**config.mk**
```make
export PLATFORM = sky130hd
export DESIGN_NAME = sccb_slave_responder
export DESIGN_NICKNAME = d
export VERILOG_FILES = /design/src/rtl/sccb_slave_responder.sv
export SDC_FILE = /design/constraint.sdc
export NUM_CORES = 1
export LEC_CHECK = 0
export CAP_MARGIN = 40
export CORE_ASPECT_RATIO = 1.25
export CORE_MARGIN = 8
export CORE_UTILIZATION = 70
export CTS_BUF_LIST = sky130_fd_sc_hd__clkbuf_2
export CTS_CLUSTER_SIZE = 10
export DETAILED_ROUTE_END_ITERATION = 6
export DONT_BUFFER_PORTS = 1
export GPL_ROUTABILITY_DRIVEN = 0
export HOLD_SLACK_MARGIN = 0.1
export PLACE_DENSITY = 0.86
export SLEW_MARGIN = 20
export SYNTH_ARGS = -nofsm -noshare
export SYNTH_HDL_FRONTEND = slang
export SYNTH_SLANG_ARGS = --single-unit
```
**constraint.sdc**
```tcl
create_clock -name sys_clk -period 6.3 [get_ports sys_clk]
set_clock_uncertainty 0.1 [all_clocks]
set_input_delay 0.63 -clock sys_clk [delete_from_list [all_inputs] [get_ports sys_clk]]
set_output_delay 0.63 -clock sys_clk [all_outputs]
set_load 0.02 [all_outputs]
```
**src/rtl/sccb_slave_responder.sv**
```systemverilog
// sccb_slave_responder
//   SCCB/I2C target that answers at DEVICE_ADDR. SCL and SDA are oversampled
//   in the sys_clk domain. Writes are presented on a register-file strobe
//   port. Reads are served from reg_rd_data and driven onto SDA open-drain.
//
// Parameters
//   DEVICE_ADDR  7-bit address this block acknowledges
//   ADDR_BYTES   register address length, 1 or 2 (high byte first)
//
// Ports
//   sys_clk      system clock (>= 16x SCL)
//   sys_rst      asynchronous active-high reset
//   scl_in       bus SCL (asynchronous)
//   sda_in       bus SDA (asynchronous)
//   sda_oe       1 = pull SDA low, 0 = release
//   reg_wr_en    one-cycle write strobe
//   reg_addr     current register pointer
//   reg_wr_data  write data, valid with reg_wr_en
//   reg_rd_data  read data for reg_addr, sampled on SCL falls
//   busy         high from START until STOP or abort
module sccb_slave_responder #(
   parameter logic [6:0] DEVICE_ADDR = 7'h21,
   parameter int         ADDR_BYTES  = 1
) (
   input  logic        sys_clk,
   input  logic        sys_rst,
   input  logic        scl_in,
   input  logic        sda_in,
   output logic        sda_oe,
   output logic        reg_wr_en,
   output logic [15:0] reg_addr,
   output logic [7:0]  reg_wr_data,
   input  logic [7:0]  reg_rd_data,
   output logic        busy
);

   localparam logic [1:0] ADDR_LAST = 2'(ADDR_BYTES - 1);
   localparam logic [1:0] ADDR_END  = 2'(ADDR_BYTES);

   typedef enum logic [3:0] {
      IDLE, DEV_ADDR, DEV_ACK, REG_ADDR, REG_ACK,
      WR_DATA, WR_ACK, RD_DATA, RD_ACK, IGNORE
   } state_t;

   state_t      state, state_nxt;
   logic [3:0]  bit_cnt, bit_cnt_nxt;
   logic [1:0]  addr_cnt, addr_cnt_nxt;
   logic [15:0] reg_addr_nxt;
   logic [7:0]  wr_data_nxt;
   logic        wr_en_nxt, oe_nxt, busy_nxt;
   logic [7:0]  shreg, shreg_nxt;
   logic [7:0]  addr_hi, addr_hi_nxt;
   logic        rw_bit, rw_nxt;

   logic scl_p0, scl_p1, scl_p2;
   logic sda_p0, sda_p1, sda_p2;
   logic scl_rise, scl_fall, start_det, stop_det;
   logic [7:0] rx_byte;
   logic       last_bit;

   // Register pointer increment; a 1-byte pointer wraps within its low byte.
   function automatic logic [15:0] addr_inc(input logic [15:0] a);
      if (ADDR_BYTES == 2) return a + 16'd1;
      else                 return {8'h00, a[7:0] + 8'd1};
   endfunction

   // Stage p0/p1: two-flop synchronizer; p2: history for edge detection.
   // Idle-high reset keeps a false START from appearing after reset.
   always_ff @(posedge sys_clk or posedge sys_rst) begin
      if (sys_rst) begin
         scl_p0 <= 1'b1; scl_p1 <= 1'b1; scl_p2 <= 1'b1;
         sda_p0 <= 1'b1; sda_p1 <= 1'b1; sda_p2 <= 1'b1;
      end else begin
         scl_p0 <= scl_in; scl_p1 <= scl_p0; scl_p2 <= scl_p1;
         sda_p0 <= sda_in; sda_p1 <= sda_p0; sda_p2 <= sda_p1;
      end
   end

   assign scl_rise  =  scl_p1 & ~scl_p2;
   assign scl_fall  = ~scl_p1 &  scl_p2;
   assign start_det =  scl_p1 &  scl_p2 &  sda_p2 & ~sda_p1;
   assign stop_det  =  scl_p1 &  scl_p2 & ~sda_p2 &  sda_p1;
   assign rx_byte   = {shreg[6:0], sda_p1};
   assign last_bit  = (bit_cnt == 4'd7);

   always_ff @(posedge sys_clk or posedge sys_rst) begin
      if (sys_rst) begin
         state       <= IDLE;
         bit_cnt     <= 4'd0;
         addr_cnt    <= 2'd0;
         reg_addr    <= 16'h0000;
         reg_wr_data <= 8'h00;
         reg_wr_en   <= 1'b0;
         sda_oe      <= 1'b0;
         busy        <= 1'b0;
      end else begin
         state       <= state_nxt;
         bit_cnt     <= bit_cnt_nxt;
         addr_cnt    <= addr_cnt_nxt;
         reg_addr    <= reg_addr_nxt;
         reg_wr_data <= wr_data_nxt;
         reg_wr_en   <= wr_en_nxt;
         sda_oe      <= oe_nxt;
         busy        <= busy_nxt;
      end
   end

   always_ff @(posedge sys_clk) begin
      shreg   <= shreg_nxt;
      addr_hi <= addr_hi_nxt;
      rw_bit  <= rw_nxt;
   end

   always_comb begin
      state_nxt    = state;
      bit_cnt_nxt  = bit_cnt;
      addr_cnt_nxt = addr_cnt;
      reg_addr_nxt = reg_addr;
      wr_data_nxt  = reg_wr_data;
      wr_en_nxt    = 1'b0;
      oe_nxt       = sda_oe;
      busy_nxt     = busy;
      shreg_nxt    = shreg;
      addr_hi_nxt  = addr_hi;
      rw_nxt       = rw_bit;

      // START outranks any same-cycle SCL edge, and both bus conditions
      // override whatever the state machine is doing.
      if (start_det) begin
         state_nxt    = DEV_ADDR;
         bit_cnt_nxt  = 4'd0;
         addr_cnt_nxt = 2'd0;
         oe_nxt       = 1'b0;
         busy_nxt     = 1'b1;
      end else if (stop_det) begin
         state_nxt   = IDLE;
         bit_cnt_nxt = 4'd0;
         oe_nxt      = 1'b0;
         busy_nxt    = 1'b0;
      end else begin
         case (state)
            DEV_ADDR: if (scl_rise) begin
               shreg_nxt   = rx_byte;
               bit_cnt_nxt = bit_cnt + 4'd1;
               if (last_bit) begin
                  rw_nxt    = sda_p1;
                  state_nxt = (shreg[6:0] == DEVICE_ADDR) ? DEV_ACK : IGNORE;
               end
            end
            // ACK slots: the first fall asserts SDA, the fall after the
            // 9th clock releases it and moves on.
            DEV_ACK: if (scl_fall) begin
               if (!sda_oe) oe_nxt = 1'b1;
               else begin
                  bit_cnt_nxt = 4'd0;
                  if (rw_bit) begin
                     shreg_nxt = reg_rd_data;
                     oe_nxt    = ~reg_rd_data[7];
                     state_nxt = RD_DATA;
                  end else begin
                     oe_nxt    = 1'b0;
                     state_nxt = REG_ADDR;
                  end
               end
            end
            REG_ADDR: if (scl_rise) begin
               shreg_nxt   = rx_byte;
               bit_cnt_nxt = bit_cnt + 4'd1;
               if (last_bit) begin
                  addr_cnt_nxt = addr_cnt + 2'd1;
                  if (addr_cnt == ADDR_LAST)
                     reg_addr_nxt = (ADDR_BYTES == 2) ? {addr_hi, rx_byte}
                                                      : {8'h00, rx_byte};
                  else
                     addr_hi_nxt = rx_byte;
                  state_nxt = REG_ACK;
               end
            end
            REG_ACK: if (scl_fall) begin
               if (!sda_oe) oe_nxt = 1'b1;
               else begin
                  oe_nxt      = 1'b0;
                  bit_cnt_nxt = 4'd0;
                  state_nxt   = (addr_cnt == ADDR_END) ? WR_DATA : REG_ADDR;
               end
            end
            WR_DATA: if (scl_rise) begin
               shreg_nxt   = rx_byte;
               bit_cnt_nxt = bit_cnt + 4'd1;
               if (last_bit) begin
                  wr_data_nxt = rx_byte;
                  wr_en_nxt   = 1'b1;
                  state_nxt   = WR_ACK;
               end
            end
            WR_ACK: if (scl_fall) begin
               if (!sda_oe) oe_nxt = 1'b1;
               else begin
                  oe_nxt       = 1'b0;
                  bit_cnt_nxt  = 4'd0;
                  reg_addr_nxt = addr_inc(reg_addr);
                  state_nxt    = WR_DATA;
               end
            end
            // Bit 7 goes out when the byte is loaded; each later fall drives
            // the next lower bit, and the fall after bit 0 frees SDA for the
            // master's ACK.
            RD_DATA: begin
               if (scl_rise && bit_cnt != 4'd8) bit_cnt_nxt = bit_cnt + 4'd1;
               else if (scl_fall) begin
                  if (bit_cnt == 4'd8) begin
                     oe_nxt    = 1'b0;
                     state_nxt = RD_ACK;
                  end else
                     oe_nxt = ~shreg[3'd7 - bit_cnt[2:0]];
               end
            end
            RD_ACK: begin
               if (scl_rise) begin
                  if (sda_p1) state_nxt = IGNORE;
                  else        reg_addr_nxt = addr_inc(reg_addr);
               end else if (scl_fall) begin
                  shreg_nxt   = reg_rd_data;
                  oe_nxt      = ~reg_rd_data[7];
                  bit_cnt_nxt = 4'd0;
                  state_nxt   = RD_DATA;
               end
            end
            IDLE, IGNORE: ;
            default: state_nxt = IDLE;
         endcase
      end
   end

endmodule

```
Yosys cells after proc, flatten, opt, wreduce, memory -nomap -nowiden
Cells that the tools add are included.
{"block": "word_totals", "input_bits": 12, "word_cells": 187, "regBits": 52}
{"block": "op_classes", "n_eq_ne": 53, "mux": 75, "order_cmp": 1, "bitwise": 15, "reduce_logical": 23, "n_addsub": 4}
{"op": "4-bit 2-to-1 mux", "n": 29}
{"op": "16-bit 2-to-1 mux", "n": 7}
{"op": "4-bit inequality test (second input constant)", "n": 19}
{"op": "8-bit 2-to-1 mux", "n": 6}
{"op": "16-bit one-hot mux with 3 select lines", "n": 1}
{"op": "4-bit one-hot mux with 9 select lines", "n": 1}
{"op": "2-bit inequality test (second input constant)", "n": 13}
{"op": "8-bit one-hot mux with 3 select lines", "n": 1}
{"op": "4-bit by 3-bit == test with 1-bit output (second input constant)", "n": 5}
{"op": "1-bit 2-to-1 mux", "n": 20}
{"op": "18-bit AND reduction", "n": 1}
{"op": "4-bit by 1-bit inequality test with 1-bit output (second input constant)", "n": 4}
{"op": "4-bit one-hot mux with 4 select lines", "n": 1}
{"op": "7-bit AND reduction", "n": 2}
{"op": "4-bit == test (second input constant)", "n": 3}
{"op": "6-bit nonzero test", "n": 2}
{"op": "2-bit 2-to-1 mux", "n": 5}
{"op": "5-bit inequality test (second input constant)", "n": 2}
{"op": "10-bit AND reduction", "n": 1}
{"op": "5-bit AND reduction", "n": 2}
{"op": "9-bit AND reduction", "n": 1}
{"op": "8-bit by 1-bit adder with 8-bit output (second input constant)", "n": 1}
{"op": "4-bit by 2-bit == test with 1-bit output (second input constant)", "n": 2}
{"op": "1-bit inverter", "n": 8}
{"op": "21 further kinds", "n": 34}

Logic depth before layout (Yosys ltp)
Gate-level depths: netlist (run 1).
{"block": "depth", "word_depth": 10, "mapped_depth": 8, "ltp_nobuf": 7}

Worst setup path after synthesis (run 1)
OpenSTA, ideal clock, no wires.
{"block": "synth_timing", "kind": "flip-flop to flip-flop", "startpoint": "register scl_p1", "endpoint": "register state[0]", "setup_slack_ns": 4.231, "period_less_slack_ns": 2.069, "arrival_ns": 1.844, "stages_incl_launch_ff": 7, "path_cell_list": "dfstp_2 > ha_1 > nor2b_1 > nand2b_1 > a21oi_1 > a211o_1 > mux2_2"}
{"block": "synth_between", "elab_chain_len": 5, "elab_cells_between_ends": 32}
{"item": "from (decl)", "line": "55", "text": "logic scl_p0, scl_p1, scl_p2;"}
{"item": "from (signal assigned)", "line": "74", "text": "scl_p0 <= scl_in; scl_p1 <= scl_p0; scl_p2 <= scl_p1;"}
{"item": "1-bit bitwise AND, on equally long branches", "line": "81, 82, 79"}
{"item": "1-bit bitwise AND (tied with other cells) (2 in series)", "line": "81", "text": "assign start_det = scl_p1 & scl_p2 & sda_p2 & ~sda_p1;"}
{"item": "5-bit inequality test (no source line) (tied with other cells)"}
{"item": "18-bit AND reduction (no source line) or 4-bit 2-to-1 mux (tied branches)"}
{"item": "to (signal assigned)", "line": "97", "text": "state <= state_nxt;"}
{"item": "to (decl)", "line": "45", "text": "state_t state, state_nxt;"}
Several ways; a longest one is shown, not always the timed one.
A chain may end at the register's enable or synchronous reset.

Worst setup path after layout (run 1)
{"block": "layout_timing", "startpoint": "register scl_p1", "endpoint": "register reg_wr_data[3]"}
{"block": "layout_between", "elab_chain_len": 5, "elab_cells_between_ends": 9}
{"item": "1-bit bitwise AND", "line": "81, 82"}
{"item": "1-bit bitwise AND, on equally long branches (2 in series)", "line": "82, 81"}
{"item": "1-bit inverter (no source line)"}
{"item": "5-bit AND reduction (no source line) *"}
{"item": "to (signal assigned)", "line": "101", "text": "reg_wr_data <= wr_data_nxt;"}
{"item": "to (decl)", "line": "32", "text": "output logic [7:0] reg_wr_data,"}
Every way passes the cells marked *; elsewhere a longest branch is shown, timed or not.

==> flow_metrics.py, run 1 <==
metrics = {
    "worst_setup_path": {
        "worstPathCellList": "ha_1 -> nand4b_1 -> nor4_4 -> mux2_2",
        "r2r_cells": 4,
        "ff2ff_setup_slack_ns": 3.87,
        "critical_path.top_delay_family": "simple AND/OR/NAND/NOR gates",
        "worst_setup_path_end_kind": "flop",
        "r2r_end": "reg_wr_data[3]$_DFFE_PP0P_",
        "path_max_fanout": 9,
        "cp_num_cells": 4,
        "critPathLaunch": "scl_p1$_DFF_PP1_",
        "crit_buf_inv": 0,
        "arrival_ns": 2.65,
        "required_ns": 6.51,
        "crit_type": "reg2reg",
        "cpMaxStageDelayCell": "dfstp_2",
        "r2r_start": "scl_p1$_DFF_PP1_",
        "cpPeakStageDelay_ns": 0.62,
        "endpoint": "reg_wr_data[3]$_DFFE_PP0P_",
        "cp-start-kind": "flop",
    },
    "placement": {
        "preCtsSetupSlack_ns": 3.90,
        "dpl.hpwl_um": 4460,
        "portBuffers": 0,
    },
    "grt": {
        "grt_first_pass_wirelength_um": 10100,
        "grt_max_degree": 23,
        "overflow": 0,
        "antenna_found_initial": 0,
        "grt_pass1_vias": 2118,
        "grt_util_all_layers": 0.204,
    },
    "timing": {
        "fin_hold_ws_ns": 0.274,
        "setup_viol_count_final": 0,
        "rsz0062_at_grt": "no",
        "drv_slew": 0,
        "tns_ns": 0,
        "worst_slack_ns": 3.87,
        "min_period_ns": 2.43,
        "hold_viol_final": 0,
        "relSlewSlack": 0.550,
        "worst_slew_pin_slew_ns": 0.674,
        "fin_crit_sh": 0.386,
        "fmax_mhz": 411,
    },
    "floorplan": {
        "die_h_um": 86.0,
        "die_w_um": 72.0,
        "dieArea_um2": 6200,
        "start_util": 0.726,
        "rows": 25,
        "pin_count": 39,
        "core_area_um2": 3780,
    },
    "synth": {
        "synth.distinct_cells": 54,
        "synthArstFlopShare": 0.795,
        "synth_flop_cell": "dfrtp_1",
        "yosysSeqAreaShare": 0.420,
        "synth_largest_area_cell": "dfrtp_1",
        "synth_area_per_cell_um2": 9.85,
        "netlist_area_um2": 2750,
        "synthCells": 279,
        "ys_ff_latch": 44,
        "synth-edff-count": 9,
        "synth_area_leaders": "dfrtp_1 26%, edfxtp_1 9.8%, mux2_2 7.8%",
        "yosysWarnings": 0,
        "synth_top_area_share": 0.264,
    },
    "power_and_ir_drop": {
        "clkPwrFrac": 0.166,
        "seqPwrFrac": 0.501,
        "power.density_nw_per_um2": 346,
        "leakagePower_nw": 1.15,
        "pwr-share-comb": 0.332,
        "vdd_ir_drop_max_v": 0.000217,
        "p_switching_mw": 0.407,
        "switching_share": 0.419,
        "internal_power_mw": 0.564,
    },
    "finish": {
        "fin_nets": 296,
        "drive_gt1_frac": 0.149,
        "register_area_um2": 1150,
        "multi_input_area_um2": 1410,
        "nFillCells": 278,
        "syn_to_final_growth_pct": 2.05,
        "n_antenna_cell": 0,
    },
    "run": {
        "maxCapViolCount": 0,
    },
    "run_status": {
        "status": "finished clean",
    },
    "detailed_routing": {
        "routedWlPerCell_um": 18.6,
        "num_vias": 2136,
        "postRouteAntennaNets": 0,
        "via_per_inst": 6.47,
        "first_pass_iters": 4,
        "routed_wl_um": 6130,
        "drc": 0,
        "drt-initial-drc-count": 188,
    },
    "clock_network": {
        "cts_buffers": 5,
        "root_buffer": "clkbuf_2",
        "clockBufferDepth": 2,
        "clock_latency_ns": 0.42,
        "cts_tree": "yes",
        "post_cts_buffers": 0,
        "cts.sink_count": 44,
        "path_clk_slew_ns": 0.23,
        "htreeDepth": 2,
    },
    "hold_path": {
        "hp-class": "reg2reg",
    },
}
## cells by family after synthesis
family,count (synthesis),share of synthesized area
AOI/OAI and AO/OA,78,0.177
xor gates and xnor gates,1,0.00319
adders and majority gates,9,0.0410
buffers and inverters,38,0.0751
DFF,44,0.420
muxes,27,0.116
other,1,0.00136
and+or+nand+nor,81,0.167
## cells in the mapped netlist (6+ instances only)
master,instances
a21oi_1,28
buf_2,6
buf_4,11
dfrtp_1,29
dfstp_2,6
edfxtp_1,9
ha_1,9
inv_1,15
mux2_2,19
mux2i_1,6
nand2_1,17
nand2b_1,9
nand3_1,11
nor2_1,17
o21ai_0,20
## worst reg2reg max path, stage by stage (launching register included)
cell and delay [ns]:
dfstp_2 0.62, ha_1 0.34, nand4b_1 0.27, nor4_4 0.60, mux2_2 0.41
## cells in the final DEF (no fill, tap or decap), types with 8 or more instances in the layout
cell type and count:
edfxtp_1 9, mux2_2 19, a21oi_1 28, dfrtp_1 29, nand2_1 17, nor2_1 17
o21ai_0 20, nand3_1 11, inv_1 15, nand2b_1 9, conb_1 8, ha_1 9
## routing by layer
| metal | global-route usage | wire, um | vias up | share of wire |
|---|---|---|---|---|
| met3 | 0.0572 | 451 | 17 | 0.074 |
| met4 | 0.102 | 129 | 0 | 0.021 |
| li1 | - | - | 997 | - |
| met5 | 0 | 0 | - | 0 |
| met1 | 0.241 | 2400 | 1027 | 0.39 |
| met2 | 0.331 | 3150 | 95 | 0.51 |
## timing repair
item | in CTS | in global routing
endpoints found under the setup margin | 0 | 0
resized for setup | 0 | 0
hold buffers | 3 | 0
hold endpoints to repair | 11 | 0
## how the worst min path moves through the flow
stage / from / endpoint / depth (start not counted)
3_5_place_dp: scl_p0$_DFF_PP1_ / scl_p1$_DFF_PP1_ / 0
2_1_floorplan: scl_p0$_DFF_PP1_ / scl_p1$_DFF_PP1_ / 0
5_1_grt: scl_p0$_DFF_PP1_ / scl_p1$_DFF_PP1_ / 0
6_report: sda_p0$_DFF_PP1_ / sda_p1$_DFF_PP1_ / 0
3_3_place_gp: sda_p0$_DFF_PP1_ / sda_p1$_DFF_PP1_ / 0
4_1_cts: sda_p0$_DFF_PP1_ / sda_p1$_DFF_PP1_ / 0
## state kept, by name, summed over array words and instances, names as in the netlist, 2 cells and up
register	cells
addr_cnt	2
bit_cnt	4
reg_addr	8
reg_wr_data	8
shreg	8
state	4
## power by group through the flow
stage	sequential, mW	clock (mW)	combinational [mW]
after CTS	0.484	0.164	0.322
after floorplan	0.417	0	0.332
final	0.487	0.162	0.323
after global routing	0.499	0.171	0.359
after global placement	0.489	0	0.306
after detailed placement	0.490	0	0.318
## stage by stage
step	instance area, um2	power, mW	cells	utilization
3_5_place_dp	2710	0.808	319	0.715
6_report	2800	0.972	330	0.741
2_1_floorplan	2770	0.749	286	-
4_1_cts	2800	0.970	330	0.741
5_1_grt	2800	1.03	330	0.741
3_3_place_gp	2710	0.794	319	0.715
## layout make-up
| class | count | share of cell area |
|---|---|---|
| Tap cell | 54 | 0.0241 |
| Clock inverter | 3 | 0.0152 |
| Clock buffer | 5 | 0.00892 |
| Multi-Input combinational cell | 204 | 0.504 |
| Inverter | 15 | 0.0201 |
| Timing Repair Buffer | 5 | 0.0161 |
| Sequential cell | 44 | 0.411 |
Note: power is estimated with default switching activity, not from simulation.
==> run 2, diff against run 1 <==
--- a/config.mk
+++ b/config.mk
@@ -5,17 +5,18 @@
 export SDC_FILE = /design/constraint.sdc
 export NUM_CORES = 1
 export LEC_CHECK = 0
+export ABC_AREA = 1
 export CAP_MARGIN = 40
 export CORE_ASPECT_RATIO = 1.25
 export CORE_MARGIN = 8
-export CORE_UTILIZATION = 70
+export CORE_UTILIZATION = 60
 export CTS_BUF_LIST = sky130_fd_sc_hd__clkbuf_2
 export CTS_CLUSTER_SIZE = 10
 export DETAILED_ROUTE_END_ITERATION = 6
 export DONT_BUFFER_PORTS = 1
 export GPL_ROUTABILITY_DRIVEN = 0
 export HOLD_SLACK_MARGIN = 0.1
-export PLACE_DENSITY = 0.86
+export PLACE_DENSITY = 0.79
 export SLEW_MARGIN = 20
 export SYNTH_ARGS = -nofsm -noshare
 export SYNTH_HDL_FRONTEND = slang
==> constraint.sdc (replaced) <==
create_clock -name sys_clk -period 2.2 [get_ports sys_clk]
set_clock_uncertainty 0.1 [all_clocks]
set_input_delay 0.22 -clock sys_clk [delete_from_list [all_inputs] [get_ports sys_clk]]
set_output_delay 0.22 -clock sys_clk [all_outputs]
set_load 0.02 [all_outputs]
==> run 2 against run 1 <==
Against the previous run: register-to-register slack got worse by 3.7 ns; sequential power grew to 2.9 times the previous value; synthesized cell count grew 38%; wire length rose by 10%; worst hold slack worse by 0.074 ns; count of clock-buffer cells in the layout unchanged; sequential share of layout area down 3.2 points; non-clock buffer count is 13 higher; maximum frequency is 19% higher; core utilization fell by 8.3 points; combinational power increased to 5.1 times the previous value; area after synthesis increased by 2.3%; critical endpoint is now reg_addr[0]$_DFFE_PP0P_; largest cell class unchanged.
==> flow_metrics.py, run 2 <==
metrics = {
    "run_status": {
        "status": "finished clean",
    },
    "detailed_routing": {
        "drc": 0,
        "drt-initial-drc-count": 238,
        "num_vias": 2559,
        "routedWlPerCell_um": 14.6,
        "via_per_inst": 5.54,
        "routed_wl_um": 6750,
        "first_pass_iters": 7,
        "postRouteAntennaNets": 0,
    },
    "timing": {
        "setup_viol_count_final": 0,
        "fin_crit_sh": 0.933,
        "hold_viol_final": 0,
        "fmax_mhz": 487,
        "min_period_ns": 2.05,
        "rsz0062_at_grt": "no",
        "tns_ns": 0,
        "drv_slew": 0,
    },
    "power_and_ir_drop": {
        "leakagePower_nw": 1.55,
        "vdd_ir_drop_max_v": 0.000637,
        "power.density_nw_per_um2": 1160,
        "power_mw": 3.54,
    },
    "synth": {
        "synth_most_common_cell": "nand2_1",
        "netlist_area_um2": 2810,
        "synth_top_area_share": 0.258,
        "synth-edff-count": 9,
        "synth_area_per_cell_um2": 7.32,
        "synthArstFlopShare": 0.795,
        "yosysWarnings": 0,
        "yosys-top-cells-count": "118 x nand2_1, 42 x inv_1, 41 x nand3_1",
        "synth.distinct_cells": 34,
        "yosysSeqAreaShare": 0.410,
        "ys_ff_latch": 44,
        "synth_area_leaders": "dfrtp_1 26%, nand2_1 16%, edfxtp_1 9.6%",
        "synth_largest_area_cell": "dfrtp_1",
        "synth_flop_cell": "dfrtp_1",
        "synthCells": 384,
    },
    "worst_setup_path": {
        "path_max_fanout": 14,
        "crit_type": "reg2reg",
        "required_ns": 2.46,
        "worst_setup_path_end_kind": "flop",
        "cp-start-kind": "flop",
        "arrival_ns": 2.31,
    },
    "finish": {
        "drive_gt1_frac": 0.112,
        "final_common_cell": "nand2_1",
        "final_cell_mix": "117 x nand2_1, 42 x inv_1, 41 x nand3_1",
        "syn_to_final_growth_pct": 8.23,
        "fin_nets": 422,
        "n_antenna_cell": 0,
        "top_regs": "reg_addr x8, reg_wr_data x8, shreg x8",
    },
    "floorplan": {
        "core_area_um2": 4620,
        "pin_count": 39,
        "die_w_um": 77.2,
        "die_h_um": 92.5,
        "start_util": 0.608,
        "rows": 28,
        "dieArea_um2": 7150,
    },
    "grt": {
        "antenna_found_initial": 0,
        "overflow": 0,
        "grt_util_all_layers": 0.195,
        "grt_pass1_vias": 2537,
        "grt_max_degree": 36,
        "grt_first_pass_wirelength_um": 11500,
    },
    "clock_network": {
        "cts.sink_count": 44,
        "cts_buffers": 5,
        "clock_latency_ns": 0.41,
        "clockBufferDepth": 2,
        "root_buffer": "clkbuf_2",
        "path_clk_slew_ns": 0.22,
        "htreeDepth": 2,
        "cts_tree": "yes",
    },
    "placement": {
        "portBuffers": 0,
        "dpl.hpwl_um": 5140,
    },
    "run": {
        "maxCapViolCount": 0,
    },
    "hold_path": {
        "hp-class": "in2async",
    },
}
==> run 2: worst max-delay path, cell delays in order (launching register included) <==
cell	delay, ns
dfstp_2	0.62
inv_1	0.11
nand3_1	0.13
nand2_2	0.11
inv_2	0.23
nand3_2	0.24
nor2_4	0.29
nand2_1	0.07
o21ai_1	0.10
==> run 2: layout make-up <==
type	instances	area, um2
multi-input combinational	287	1420
clock inverter	3	42.5
clock buffer	5	25.0
fill	404	1580
timing repair buffer	18	163
tap	60	75.1
sequential	44	1150
inverter	45	169
==> run 2: power breakdown <==
part | leakage [nW] | internal (mW) | switching (mW)
logic | 0.977 | 0.553 | 1.10
clock network | 0.0406 | 0.191 | 0.271
registers | 0.534 | 1.09 | 0.338
==> run 2: metrics by stage <==
step	std cells	setup WS, ns	utilization	area (um2)	hold slack, ns
floorplan	391	0.0127	-	2840	0.124
global placement	443	0.208	0.619	2860	0.125
detailed placement	443	0.174	0.619	2860	0.125
CTS	462	0.111	0.657	3040	0.190
global route	462	0.0157	0.658	3040	0.173
finish	462	0.148	0.658	3040	0.201
==> run 2: worst paths after layout <==
check,slack [ns],endpoint,cells after the start,startpoint
max,0.15,reg_addr[0]$_DFFE_PP0P_,8,sda_p1$_DFF_PP1_
min,0.20,addr_cnt[1]$_DFFE_PP0P_,3,sys_rst
max reg2reg,0.15,reg_addr[0]$_DFFE_PP0P_,8,sda_p1$_DFF_PP1_
min reg2reg,0.27,sda_p1$_DFF_PP1_,0,sda_p0$_DFF_PP1_
max in group asynchronous,1.46,sda_p2$_DFF_PP1_,3,sys_rst
min in group sys_clk,0.22,scl_p0$_DFF_PP1_,1,scl_in
==> run 2: cell families after synthesis <==
kind of cell,Yosys count,share of synthesized area
compound gates,48,0.0886
xor+xnor,4,0.0125
fa+ha+maj,9,0.0401
buf+inv,60,0.0966
flops,44,0.410
mux,1,0.00401
other cells,1,0.00133
simple gates,217,0.347
==> run 2: what timing repair did <==
action,CTS,global route
endpoints found under the hold margin,46,0
gates resized for setup,0,1
hold buffers,11,0
buffers inserted,0,0
setup endpoints to repair,0,7
==> run 2: per-layer routing <==
layer	vias up	share of wire	GRT usage
met5	-	0	0
met4	0	0.027	0.0789
met3	22	0.072	0.0514
met2	113	0.52	0.362
met1	1181	0.38	0.201
li1	1243	-	-
